===== config.mk =====
export PLATFORM = sky130hd
export DESIGN_NAME = rcc_reset_sequencer
export DESIGN_NICKNAME = d
export VERILOG_FILES = /design/src/rtl/rcc_pkg.sv /design/src/rtl/rcc_reset_sequencer.sv
export SDC_FILE = /design/constraint.sdc
export NUM_CORES = 1
export LEC_CHECK = 0
export BUFFER_PORTS_ARGS = -buffer_cell sky130_fd_sc_hd__buf_2
export CAP_MARGIN = 20
export CORE_UTILIZATION = 49
export DETAILED_ROUTE_END_ITERATION = 8
export PLACE_DENSITY = 0.73
export REMOVE_ABC_BUFFERS = 1
export SYNTH_ARGS = -nofsm -noshare
export SYNTH_HDL_FRONTEND = slang
export SYNTH_SLANG_ARGS = --single-unit
export TNS_END_PERCENT = 20

===== constraint.sdc =====
create_clock -name CLK -period 1.5 [get_ports CLK]
set_clock_uncertainty 0.1 [all_clocks]
set_input_delay 0.15 -clock CLK [delete_from_list [all_inputs] [get_ports CLK]]
set_output_delay 0.15 -clock CLK [all_outputs]
set_load 0.05 [all_outputs]

===== src/rtl/rcc_pkg.sv =====
// Shared types and constants for the RCC reset sequencer.
// Holds the sequencer state encoding and the reset-cause bit positions.
package rcc_pkg;

    typedef enum logic [1:0] {
        RS_ASSERT,
        RS_RELEASE,
        RS_RUN
    } rcc_rst_state_t;

    localparam int CAUSE_POR    = 0;
    localparam int CAUSE_SW     = 1;
    localparam int CAUSE_WDT    = 2;
    localparam int CAUSE_LOCKUP = 3;
    localparam int CAUSE_W      = 4;

endpackage


===== src/rtl/rcc_reset_sequencer.sv =====
// RCC reset sequencer: stretches the synchronized system reset, then
// releases per-domain resets in order (domain 0 first), re-entering reset
// on software / watchdog / optional lockup requests, with a sticky cause
// register readable by firmware.
//
// Ports:
//   CLK          system clock
//   RESET        async active-low reset (sync-deasserted upstream)
//   SW_RST_REQ   software reset request, level
//   WDT_RST_REQ  watchdog reset request, level
//   LOCKUP       CPU lockup indication, level
//   CAUSE_CLR    1-cycle pulse, clears RST_CAUSE (a same-edge set wins)
//   RST_N        per-domain active-low resets, registered
//   RST_DONE     sequence complete, all domains running
//   RST_CAUSE    sticky causes: [0] POR/pin [1] SW [2] WDT [3] LOCKUP
//
// Build option RCC_LOCKUP_RST_EN: when defined, LOCKUP is a reset request
// and sets RST_CAUSE[3]; otherwise LOCKUP is ignored and bit 3 reads 0.
module rcc_reset_sequencer
    import rcc_pkg::*;
#(
    parameter int NUM_DOMAINS = 3,
    parameter int HOLD_CYCLES = 16,
    parameter int STAGE_GAP   = 4
) (
    input  logic                   CLK,
    input  logic                   RESET,
    input  logic                   SW_RST_REQ,
    input  logic                   WDT_RST_REQ,
    input  logic                   LOCKUP,
    input  logic                   CAUSE_CLR,
    output logic [NUM_DOMAINS-1:0] RST_N,
    output logic                   RST_DONE,
    output logic [CAUSE_W-1:0]     RST_CAUSE
);

    localparam int CNT_MAX = (HOLD_CYCLES > STAGE_GAP) ? HOLD_CYCLES : STAGE_GAP;
    localparam int CNT_W   = $clog2(CNT_MAX) + 1;
    // idx runs 0..NUM_DOMAINS; NUM_DOMAINS itself means "all released".
    localparam int IDX_W   = $clog2(NUM_DOMAINS + 1);

    localparam logic [CNT_W-1:0] HOLD_LAST = CNT_W'(HOLD_CYCLES - 1);
    localparam logic [CNT_W-1:0] GAP_LAST  = CNT_W'(STAGE_GAP - 1);
    localparam logic [IDX_W-1:0] IDX_END   = IDX_W'(NUM_DOMAINS);

`ifdef RCC_LOCKUP_RST_EN
    localparam int CQ_W = CAUSE_W;
`else
    // Lockup bit is not stored at all in this build.
    localparam int CQ_W = CAUSE_W - 1;
`endif

    rcc_rst_state_t         state_q, state_d;
    logic [CNT_W-1:0]       cnt_q, cnt_d;
    logic [IDX_W-1:0]       idx_q, idx_d;
    logic [NUM_DOMAINS-1:0] rst_n_q, rst_n_d;
    logic                   done_q, done_d;
    logic [CQ_W-1:0]        cause_q, cause_d;
    logic                   req;

`ifdef RCC_LOCKUP_RST_EN
    assign req = SW_RST_REQ | WDT_RST_REQ | LOCKUP;
`else
    logic unused_lockup;
    assign unused_lockup = LOCKUP;
    assign req = SW_RST_REQ | WDT_RST_REQ;
`endif

    always_ff @(posedge CLK or negedge RESET) begin
        if (!RESET) begin
            state_q <= RS_ASSERT;
            cnt_q   <= '0;
            idx_q   <= '0;
            rst_n_q <= '0;
            done_q  <= 1'b0;
            cause_q <= CQ_W'(1);
        end else begin
            state_q <= state_d;
            cnt_q   <= cnt_d;
            idx_q   <= idx_d;
            rst_n_q <= rst_n_d;
            done_q  <= done_d;
            cause_q <= cause_d;
        end
    end

    always_comb begin
        state_d = state_q;
        cnt_d   = cnt_q;
        idx_d   = idx_q;
        rst_n_d = rst_n_q;
        done_d  = done_q;

        if (req) begin
            // Any request, in any state, restarts the whole sequence.
            state_d = RS_ASSERT;
            cnt_d   = '0;
            idx_d   = '0;
            rst_n_d = '0;
            done_d  = 1'b0;
        end else begin
            unique case (state_q)
                RS_ASSERT: begin
                    if (cnt_q == HOLD_LAST) begin
                        state_d    = RS_RELEASE;
                        rst_n_d[0] = 1'b1;
                        cnt_d      = '0;
                        idx_d      = IDX_W'(1);
                    end else begin
                        cnt_d = cnt_q + CNT_W'(1);
                    end
                end
                RS_RELEASE: begin
                    if (cnt_q == GAP_LAST) begin
                        cnt_d = '0;
                        if (idx_q == IDX_END) begin
                            // One extra gap after the last domain.
                            state_d = RS_RUN;
                            done_d  = 1'b1;
                        end else begin
                            for (int i = 0; i < NUM_DOMAINS; i++) begin
                                if (idx_q == IDX_W'(i)) begin
                                    rst_n_d[i] = 1'b1;
                                end
                            end
                            idx_d = idx_q + IDX_W'(1);
                        end
                    end else begin
                        cnt_d = cnt_q + CNT_W'(1);
                    end
                end
                RS_RUN: begin
                end
                default: begin
                    state_d = RS_ASSERT;
                    cnt_d   = '0;
                    idx_d   = '0;
                    rst_n_d = '0;
                    done_d  = 1'b0;
                end
            endcase
        end
    end

    // Clear first, then OR in this edge's requests so a set wins.
    always_comb begin
        cause_d = CAUSE_CLR ? '0 : cause_q;
        cause_d[CAUSE_SW]  = cause_d[CAUSE_SW]  | SW_RST_REQ;
        cause_d[CAUSE_WDT] = cause_d[CAUSE_WDT] | WDT_RST_REQ;
`ifdef RCC_LOCKUP_RST_EN
        cause_d[CAUSE_LOCKUP] = cause_d[CAUSE_LOCKUP] | LOCKUP;
`endif
    end

    assign RST_N    = rst_n_q;
    assign RST_DONE = done_q;
`ifdef RCC_LOCKUP_RST_EN
    assign RST_CAUSE = cause_q;
`else
    assign RST_CAUSE = {1'b0, cause_q};
`endif

endmodule


==> reports/metrics.cfg, run 1 <==
[floorplan]
die_w_um = 44.9
io_pins = 14
core_mm2 = 0.00173
initial_core_util_pct = 52.2
dieArea_mm2 = 0.00202
fp.dieH_um = 44.9
rows = 15

[logic_synthesis]
synth_warnings = 0
synth-seq-cells = 16
syn_area_per_cell_um2 = 9.60
synth.distinct_cells = 31
postSynthCellCount = 94
yosysSeqAreaShare_pct = 44.5
synth_area_um2 = 902

[run_status]
violations = negative setup slack
outcome = complete, but fails checks

[timing]
post-route-min-period_ps = 1700
setup_viol = 11
clock.fmax_mhz = 590
final.period_utilization_pct = 113
setup_tns_ps = -1510
whs_ps = 88.4
slew_viol_final = 0
setup_ws_ps = -196
rsz0062_at_grt = true
hold_viol_final = 0

[hold_path]
holdCritPathClass = in2reg

[routing]
dr_total_vias = 743
totalWireLength_um = 1870
postRouteAntennaNets = 0
wl_per_cell_um = 12.7
viasPerCell = 5.05
drt_iter0_markers = 14
drc = 0
firstDrtPassIters = 4

[clock_network]
cts_max_level = 1
clockBufferDepth = 2
cts_tree = yes
clk_pin_slew_ps = 100
clk_latency_ps = 290
cts_root_buffer = clkbuf_4
cts_buffers = 3
cts.sinks = 16

[worst_setup_path]
cp.arrival_ps = 1780
cp-end-kind = register
worstPathMaxFanout = 4
critPathKind = reg2reg
cp.required_ps = 1590
critical_path.startpoint_type = register

[power]
p_leak_nw = 0.555
power_mw = 0.812
power-per-cell-area_mw_per_mm2 = 687
ir_drop_uv = 564

[cells_and_area]
instances_no_fill = 147
layout.nets = 136
seq_area_um2 = 402
fillers = 140
multi_input_area_um2 = 494
utilization_pct = 68.5
area_growth_pct = 31.1
antenna_cells = 0
drive_above_1_share_pct = 33.6
design_area_mm2 = 0.00118

[grt]
grt_pass1_wl_um = 3150
antenna_found_initial = 0
grtUsageTotal_pct = 22.4
grt_pass1_vias = 712
grt_max_degree = 17
gr-total-overflow = 0

[place]
place.gp.congestion = 0.831
port_buffers = 11
place_inst = 137
dp_slack_ps = -315
dp_hpwl_um = 1330
placed_area_mm2 = 0.00105

[flow_run]
maxCapViolCount = 0

## timing repair
item / 4_1_cts / 5_1_grt
endpoints found under the hold margin: 19 / 0
hold buffers: 4 / 0
resized for setup: 8 / 3
pin swaps: 2 / 1
setup endpoints to repair: 12 / 12
setup buffers: 2 / 0
## critical path, stage by stage (launching register included)
cell and delay, ps:
dfrtp_1 370, ha_2 220, or4b_4 510, nor2_4 100
mux2i_1 220, o31ai_2 70
## cell usage in the layout, fill, tap and decap left out, types with 2 or more instances in the layout
cell	n
dfrtp_1	15
buf_4	13
buf_2	11
nor2_1	10
inv_1	6
a21oi_1	6
nand2_1	5
ha_1	5
nand2b_1	4
dlygate4sd3_1	4
a21o_1	3
nand3_1	3
nor3_1	3
clkbuf_4	3
or3_1	2
o21ai_1	2
mux2i_1	2
o21ai_0	2
## cells by family (layout without fill, tap and decap cells)
group | Yosys count | in the layout | share of synthesized area (%)
buf+inv | 11 | 39 | 4.99
compound gates | 18 | 18 | 13.2
simple gates | 38 | 38 | 24.0
mux | 2 | 2 | 2.22
other cells | 1 | 1 | 0.416
xor+xnor | 1 | 1 | 0.971
fa+ha+maj | 7 | 7 | 9.71
flops | 16 | 16 | 44.5
## cell type report
type | instances | share of cell area [%]
clock buffers | 4 | 3.07
multi-input cells | 67 | 41.8
flip-flops and latches | 16 | 34.0
repair buffers | 28 | 16.3
well taps | 25 | 2.65
inverters | 7 | 2.22
## worst paths after layout
kind	to	slack [ps]	depth (start not counted)	start
max	idx_q[1]	-200	5	cnt_q[0]
min	RST_N[0]	90	3	SW_RST_REQ
max reg2reg	idx_q[1]	-200	5	cnt_q[0]
min reg2reg	cause_q[0]	390	1	cause_q[0]
max in group asynchronous	cause_q[0]	800	2	RESET
min in group asynchronous	cnt_q[4]	190	2	RESET
## routing by layer
layer | wire length [um] | global-route usage, %
met5 | 0 | 0
met4 | 55 | 12.7
met3 | 38 | 2.40
met2 | 928 | 34.7
met1 | 849 | 30.4
## registers in the layout, summed over array words and instances, names as in the netlist
register,count
idx_q,2
cause_q,3
RST_N,3
state_q,2
RST_DONE,1
cnt_q,5
## synthesized netlist by cell type
| cell | instances | area [um^2] |
|---|---|---|
| dfrtp_1 | 15 | 375 |
| clkbuf_1 | 3 | 11.3 |
| nand2_1 | 5 | 18.8 |
| nor2_4 | 1 | 11.3 |
| nor3b_1 | 1 | 7.51 |
| inv_1 | 7 | 26.3 |
| nand2b_1 | 4 | 25.0 |
| ha_1 | 7 | 87.6 |
| o31ai_2 | 1 | 12.5 |
| nand4_1 | 1 | 6.26 |
| nand3_1 | 4 | 20.0 |
| buf_4 | 1 | 7.51 |
| or4b_4 | 1 | 13.8 |
| conb_1 | 1 | 3.75 |
| a21o_1 | 3 | 22.5 |
| o311a_1 | 1 | 10.0 |
| nor4b_1 | 1 | 8.76 |
| xor2_1 | 1 | 8.76 |
| a211o_1 | 1 | 8.76 |
| or3_1 | 2 | 12.5 |
| nor3_4 | 1 | 16.3 |
| o211ai_1 | 1 | 7.51 |
| o21ai_0 | 4 | 20.0 |
| or2_2 | 1 | 6.26 |
| nor2_1 | 10 | 37.5 |
| dfstp_2 | 1 | 26.3 |
| o21a_1 | 1 | 7.51 |
| nor3_1 | 4 | 20.0 |
| nor2b_1 | 2 | 12.5 |
| mux2i_1 | 2 | 20.0 |
| a21oi_1 | 6 | 30.0 |
## power breakdown
| group | switching [mW] | internal [mW] |
|---|---|---|
| registers | 0.00329 | 0.437 |
| clock network | 0.145 | 0.148 |
| logic | 0.0496 | 0.0292 |
Note: power is estimated with default switching activity, not from simulation.
==> run 2, diff against run 1 <==
--- a/config.mk
+++ b/config.mk
@@ -7,9 +7,9 @@
 export LEC_CHECK = 0
 export BUFFER_PORTS_ARGS = -buffer_cell sky130_fd_sc_hd__buf_2
 export CAP_MARGIN = 20
-export CORE_UTILIZATION = 49
+export CORE_UTILIZATION = 54
 export DETAILED_ROUTE_END_ITERATION = 8
-export PLACE_DENSITY = 0.73
+export PLACE_DENSITY = 0.76
 export REMOVE_ABC_BUFFERS = 1
 export SYNTH_ARGS = -nofsm -noshare
 export SYNTH_HDL_FRONTEND = slang
==> constraint.sdc (replaced) <==
create_clock -name CLK -period 1.8 [get_ports CLK]
set_clock_uncertainty 0.1 [all_clocks]
set_input_delay 0.18 -clock CLK [delete_from_list [all_inputs] [get_ports CLK]]
set_output_delay 0.18 -clock CLK [all_outputs]
set_load 0.05 [all_outputs]
==> run 2 against run 1 <==
The flow now finishes without violations. Clock power is 18% lower. Fmax shrank 2.1%. Flip-flop and latch count stayed put. Critical path type unchanged.
==> reports/metrics.cfg, run 2 (synthesis gave the netlist of run 1 again) <==
[timing]
slew_viol_final = 0  ; unchanged
rsz0062_at_grt = true
final.period_utilization_pct = 96.3  ; -17 points
setup_ws_ps = 67.3  ; +264 ps
setup_tns_ps = 0  ; +1510 ps
post-route-min-period_ps = 1730  ; +36.4 ps
clock.fmax_mhz = 577  ; -2.1%
setup_viol = 0  ; -11
hold_viol_final = 0  ; unchanged

[cells_and_area]
layout.nets = 126  ; -7.4%
regMostFlops = cnt_q
antenna_cells = 0  ; unchanged
instances_no_fill = 128  ; -13%
largest_reg_flops = 5  ; unchanged
final_cell_mix = dfrtp_1, buf_2, nor2_1
layout_commonest_cell = dfrtp_1
design_area_mm2 = 0.00107  ; -9.7%
drive_above_1_share_pct = 26.8  ; -6.8 points
area_growth_pct = 18.3

[grt]
antenna_found_initial = 0  ; unchanged
grt_pass1_vias = 660  ; -7.3%
grtUsageTotal_pct = 20.1  ; -2.2 points
gr-total-overflow = 0  ; unchanged
grt_max_degree = 17  ; unchanged
grt_pass1_wl_um = 2790  ; -11%

[power]
power_mw = 0.667  ; -18%
power-per-cell-area_mw_per_mm2 = 625  ; -9.1%
ir_drop_uv = 516  ; -8.5%
p_leak_nw = 0.507  ; -8.8%

[worst_setup_path]
critical_path.startpoint_type = register
crit_family = compound AO/OA/AOI/OAI gates
cpPeakStageDelay_ps = 390  ; -120 ps
crit_top_cell = ha_2
crit_chain = ha_2 -> nand3_2 -> inv_1 -> ha_2 -> nor2b_1 -> a211o_1 -> nor3_2 -> a21o_1
critPathKind = reg2reg
worstPathMaxFanout = 4  ; unchanged
cp.required_ps = 1940  ; +350 ps
cp.arrival_ps = 1870  ; +90 ps
path_buf_inv = 1  ; +1
cp-end-kind = register
cp_slowest_cell = dfrtp_1
rrSetupSlack_ps = 70  ; +260 ps

[clock_network]
clockBufferDepth = 2  ; unchanged
clk_latency_ps = 290  ; about the same
cts.sinks = 16  ; unchanged
cts_root_buffer = clkbuf_4
cts_tree = yes
post-cts-setup-buffer-count = 0  ; -2
clk_pin_slew_ps = 90  ; about the same
cts_max_level = 1  ; unchanged
cts_buffers = 3  ; unchanged

[routing]
drc = 0  ; unchanged
firstDrtPassIters = 4  ; unchanged
wl_per_cell_um = 12.3  ; -3.1%
totalWireLength_um = 1580  ; -16%
drt_iter0_markers = 17  ; +3
viasPerCell = 5.60  ; +11%
dr_total_vias = 717  ; -3.5%
postRouteAntennaNets = 0  ; unchanged

[place]
port_buffers = 11  ; unchanged
dp_slack_ps = -10.4  ; +304 ps
placed_area_um2 = 996  ; -5.4%
place.gp.congestion = 0.817  ; -1.7%
dp_hpwl_um = 1160  ; -13%
place_inst = 122  ; -11%

[floorplan]
fp.dieH_um = 42.9  ; -4.5%
rows = 14  ; -1
core_mm2 = 0.00154  ; -11%
dieArea_mm2 = 0.00184  ; -8.9%
initial_core_util_pct = 58.5  ; +6.3 points
io_pins = 14  ; unchanged
die_w_um = 42.9  ; -4.5%

[run_status]
outcome = complete, no violations

[hold_path]
holdCritPathClass = in2reg

[flow_run]
maxCapViolCount = 0  ; unchanged

run 2: power by group:
group / leakage, nW / total, mW / switching, mW / internal [mW]
registers: 0.212 / 0.367 / 0.00288 / 0.364
clock network: 0.0210 / 0.239 / 0.116 / 0.123
logic: 0.273 / 0.0603 / 0.0404 / 0.0199
total: 0.507 / 0.667 / 0.159 / 0.508
run 2: path summary, 6_finish.rpt:
check,startpoint,end,cells after the start
worst max-delay path,cnt_q[1],cnt_q[0],8
min in group asynchronous,RESET,cnt_q[4],2
worst min-delay path,SW_RST_REQ,cause_q[1],2
worst max register to register,cnt_q[1],cnt_q[0],8
max in group asynchronous,RESET,cause_q[0],2
worst min register to register,cause_q[0],cause_q[0],1
run 2: per-layer routing:
layer | track usage [%] | up-vias | part of all wire (%)
met5 | 0 | - | 0
met4 | 5.63 | 0 | 0.95
met1 | 27.9 | 333 | 48
met3 | 2.55 | 3 | 5.0
li1 | - | 357 | -
met2 | 33.0 | 24 | 46
run 2: repair_timing:
item | in CTS | in global routing
setup endpoints to repair | 1 | 3
hold endpoints to repair | 17 | 0
hold buffers | 2 | 0
pin swaps | 0 | 2
resized for setup | 1 | 4
run 2: cell type report:
| type | count | area, um^2 |
|---|---|---|
| clock buffers | 4 | 36.3 |
| fillers | 111 | 474 |
| inverters | 7 | 26.3 |
| multi-input cells | 67 | 470 |
| flip-flops and latches | 16 | 402 |
| well taps | 16 | 20.0 |
| repair buffers | 18 | 113 |
run 2: metrics by stage:
| step | utilization (%) | hold WS, ps |
|---|---|---|
| finish | 69.2 | 5.06 |
| global placement | 64.6 | 13.9 |
| detailed placement | 64.6 | 13.3 |
| global route | 69.2 | 0.877 |
| CTS | 68.6 | 2.40 |
| floorplan | - | -216 |
run 2: worst register-to-register path: stages (launching register included):
cell	delay (ps)
dfrtp_1	390
ha_2	210
nand3_2	80
inv_1	50
ha_2	170
nor2b_1	140
a211o_1	330
nor3_2	110
a21o_1	100
==> run 3, diff against run 2 <==
--- a/config.mk
+++ b/config.mk
@@ -7,10 +7,12 @@
 export LEC_CHECK = 0
 export BUFFER_PORTS_ARGS = -buffer_cell sky130_fd_sc_hd__buf_2
 export CAP_MARGIN = 20
-export CORE_UTILIZATION = 54
+export CORE_UTILIZATION = 57
+export CTS_BUF_LIST = sky130_fd_sc_hd__clkbuf_4
 export DETAILED_ROUTE_END_ITERATION = 8
-export PLACE_DENSITY = 0.76
+export PLACE_DENSITY = 0.8
 export REMOVE_ABC_BUFFERS = 1
+export SKIP_LAST_GASP = 1
 export SYNTH_ARGS = -nofsm -noshare
 export SYNTH_HDL_FRONTEND = slang
 export SYNTH_SLANG_ARGS = --single-unit
==> run 3 against run 2 <==
The flow now finishes with violations (negative setup slack). Design area is 4.7% higher. Critical path type unchanged. Die area is 5.0% lower. Routed wire length increased by 29%. Critical path depth unchanged. Clock power is 4% lower. Setup slack lost 110 ps. Sequential power hardly changed. Via count grew 12%. Register-to-register slack got worse by 110 ps. Flip-flop and latch count stayed put.
==> reports/metrics.cfg, run 3 (synthesis gave the netlist of run 1 again) <==
[routing]
drt_iter0_markers = 48  ; +31
dr_total_vias = 801  ; +12%
firstDrtPassIters = 6  ; +2
drc = 0  ; unchanged
wl_per_cell_um = 15.4  ; +25%
totalWireLength_um = 2040  ; +29%
postRouteAntennaNets = 0  ; unchanged
viasPerCell = 6.07  ; +8.3%

[cells_and_area]
antenna_cells = 0  ; unchanged
drive_above_1_share_pct = 30.8  ; +4.0 points
multi_input_area_um2 = 488  ; +3.7%
area_growth_pct = 23.9
layout_commonest_cell = dfrtp_1
largest_reg_flops = 5  ; unchanged
regMostFlops = cnt_q
seq_area_um2 = 402  ; unchanged
fillers = 80  ; -28%
final_cell_mix = dfrtp_1, buf_2, nor2_1
utilization_pct = 80.8  ; +12 points
layout.nets = 131  ; +4.0%

[worst_setup_path]
worstPathMaxFanout = 4  ; unchanged
cp.required_ps = 1950  ; about the same
critPathKind = reg2reg
cp.arrival_ps = 1990  ; +120 ps
critical_path.startpoint_type = register
cp-end-kind = register

[floorplan]
fp.dieH_um = 41.8  ; -2.5%
dieArea_mm2 = 0.00175  ; -5.0%
initial_core_util_pct = 65.2  ; +6.7 points
die_w_um = 41.8  ; -2.5%
io_pins = 14  ; unchanged
rows = 13  ; -1
core_mm2 = 0.00138  ; -10%

[clock_network]
cts_root_buffer = clkbuf_4
cts.sinks = 16  ; unchanged
clk_pin_slew_ps = 100  ; about the same
clk_latency_ps = 300  ; about the same
cts_max_level = 1  ; unchanged
cts_tree = yes
clockBufferDepth = 2  ; unchanged
cts_buffers = 3  ; unchanged

[hold_path]
holdCritPathClass = in2reg

[grt]
grt_pass1_wl_um = 2980  ; +6.7%
grt_pass1_vias = 706  ; +7.0%
grtUsageTotal_pct = 23.3  ; +3.2 points
antenna_found_initial = 0  ; unchanged
grt_max_degree = 17  ; unchanged
gr-total-overflow = 0  ; unchanged

[run_status]
violations = negative setup slack
outcome = complete, but fails checks

[power]
pwr-share-comb_pct = 10.0  ; +1.0 points
swShare_pct = 26.2  ; +2.3 points
ir_drop_uv = 557  ; +8.0%
power.switching_mw = 0.174  ; +9.1%
p_leak_nw = 0.526  ; +3.9%
p_int_mw = 0.489  ; -3.6%
seqPwrFrac_pct = 55.4  ; +0.3 points
clockPowerShare_pct = 34.6  ; -1.3 points
power-per-cell-area_mw_per_mm2 = 593  ; -5.0%

[place]
place.gp.congestion = 0.775  ; -5.1%
port_buffers = 11  ; unchanged
dp_hpwl_um = 1250  ; +8.0%
dp_slack_ps = 13.3  ; +23.7 ps

[timing]
clock.fmax_mhz = 542  ; -6.0%
setup_viol = 1  ; +1
post-route-min-period_ps = 1840  ; +111 ps
final.period_utilization_pct = 102  ; +6.1 points
rsz0062_at_grt = true
hold_viol_final = 0  ; unchanged
slew_viol_final = 0  ; unchanged
setup_ws_ps = -43.4  ; -111 ps

[flow_run]
maxCapViolCount = 0  ; unchanged

run 3: changes by cell type in the layout (fill, tap and decap cells not counted), sizes merged:
cell,delta
buf,+4
dlygate4sd3,+1
run 3: area by class of cell:
type,count,share of cell area [%]
clock buffers,4,2.69
inverters,7,2.35
multi-input cells,67,43.7
flip-flops and latches,16,35.9
well taps,15,1.68
repair buffers,23,13.7
run 3: final timing paths:
kind / from / endpoint / slack (ps) / cells after the start
worst max-delay path: cnt_q[1] / cnt_q[0] / -40 / 8
worst min-delay path: SW_RST_REQ / cause_q[1] / 20 / 2
worst max register to register: cnt_q[1] / cnt_q[0] / -40 / 8
worst min register to register: cause_q[0] / cause_q[0] / 390 / 1
max in group asynchronous: RESET / cause_q[0] / 1090 / 2
min in group asynchronous: RESET / cnt_q[4] / 200 / 2
run 3: per-layer routing:
| metal | share of wire, % | global-route usage (%) | vias to the layer above |
|---|---|---|---|
| met1 | 41 | 28.7 | 382 |
| met3 | 6.7 | 6.09 | 11 |
| li1 | - | - | 364 |
| met2 | 49 | 36.3 | 44 |
| met5 | 0 | 0 | - |
| met4 | 3.1 | 14.8 | 0 |
run 3: critical path, stage by stage, from the launching register on:
cell	delay, ps
dfrtp_1	400
ha_2	230
nand3_2	90
inv_2	50
ha_4	160
nor2b_4	120
a211o_1	330
nor3_2	210
a21o_1	100
run 3: through the flow:
step	power [mW]	setup TNS (ps)	cell area [um^2]	cells	hold slack, ps
2_1_floorplan	0.407	0	883	90	-216
6_report	0.663	-43.4	1120	132	21.7
3_5_place_dp	0.431	0	995	121	7.75
3_3_place_gp	0.429	0	995	121	5.49
5_1_grt	0.681	-105	1120	132	21.2
4_1_cts	0.653	0	1060	128	18.9
run 3: power groups by stage:
stage	Clock (mW)	Sequential, mW	Combinational (mW)
4_1_cts	0.224	0.368	0.0616
3_3_place_gp	0	0.374	0.0549
6_report	0.229	0.368	0.0663
5_1_grt	0.242	0.368	0.0709
2_1_floorplan	0	0.386	0.0209
3_5_place_dp	0	0.374	0.0565
run 3: repair_timing:
item,CTS,global route
hold endpoints to repair,18,0
pin swaps,0,4
resized for setup,1,8
setup buffers,0,4
hold buffers,3,0
setup endpoints to repair,1,3
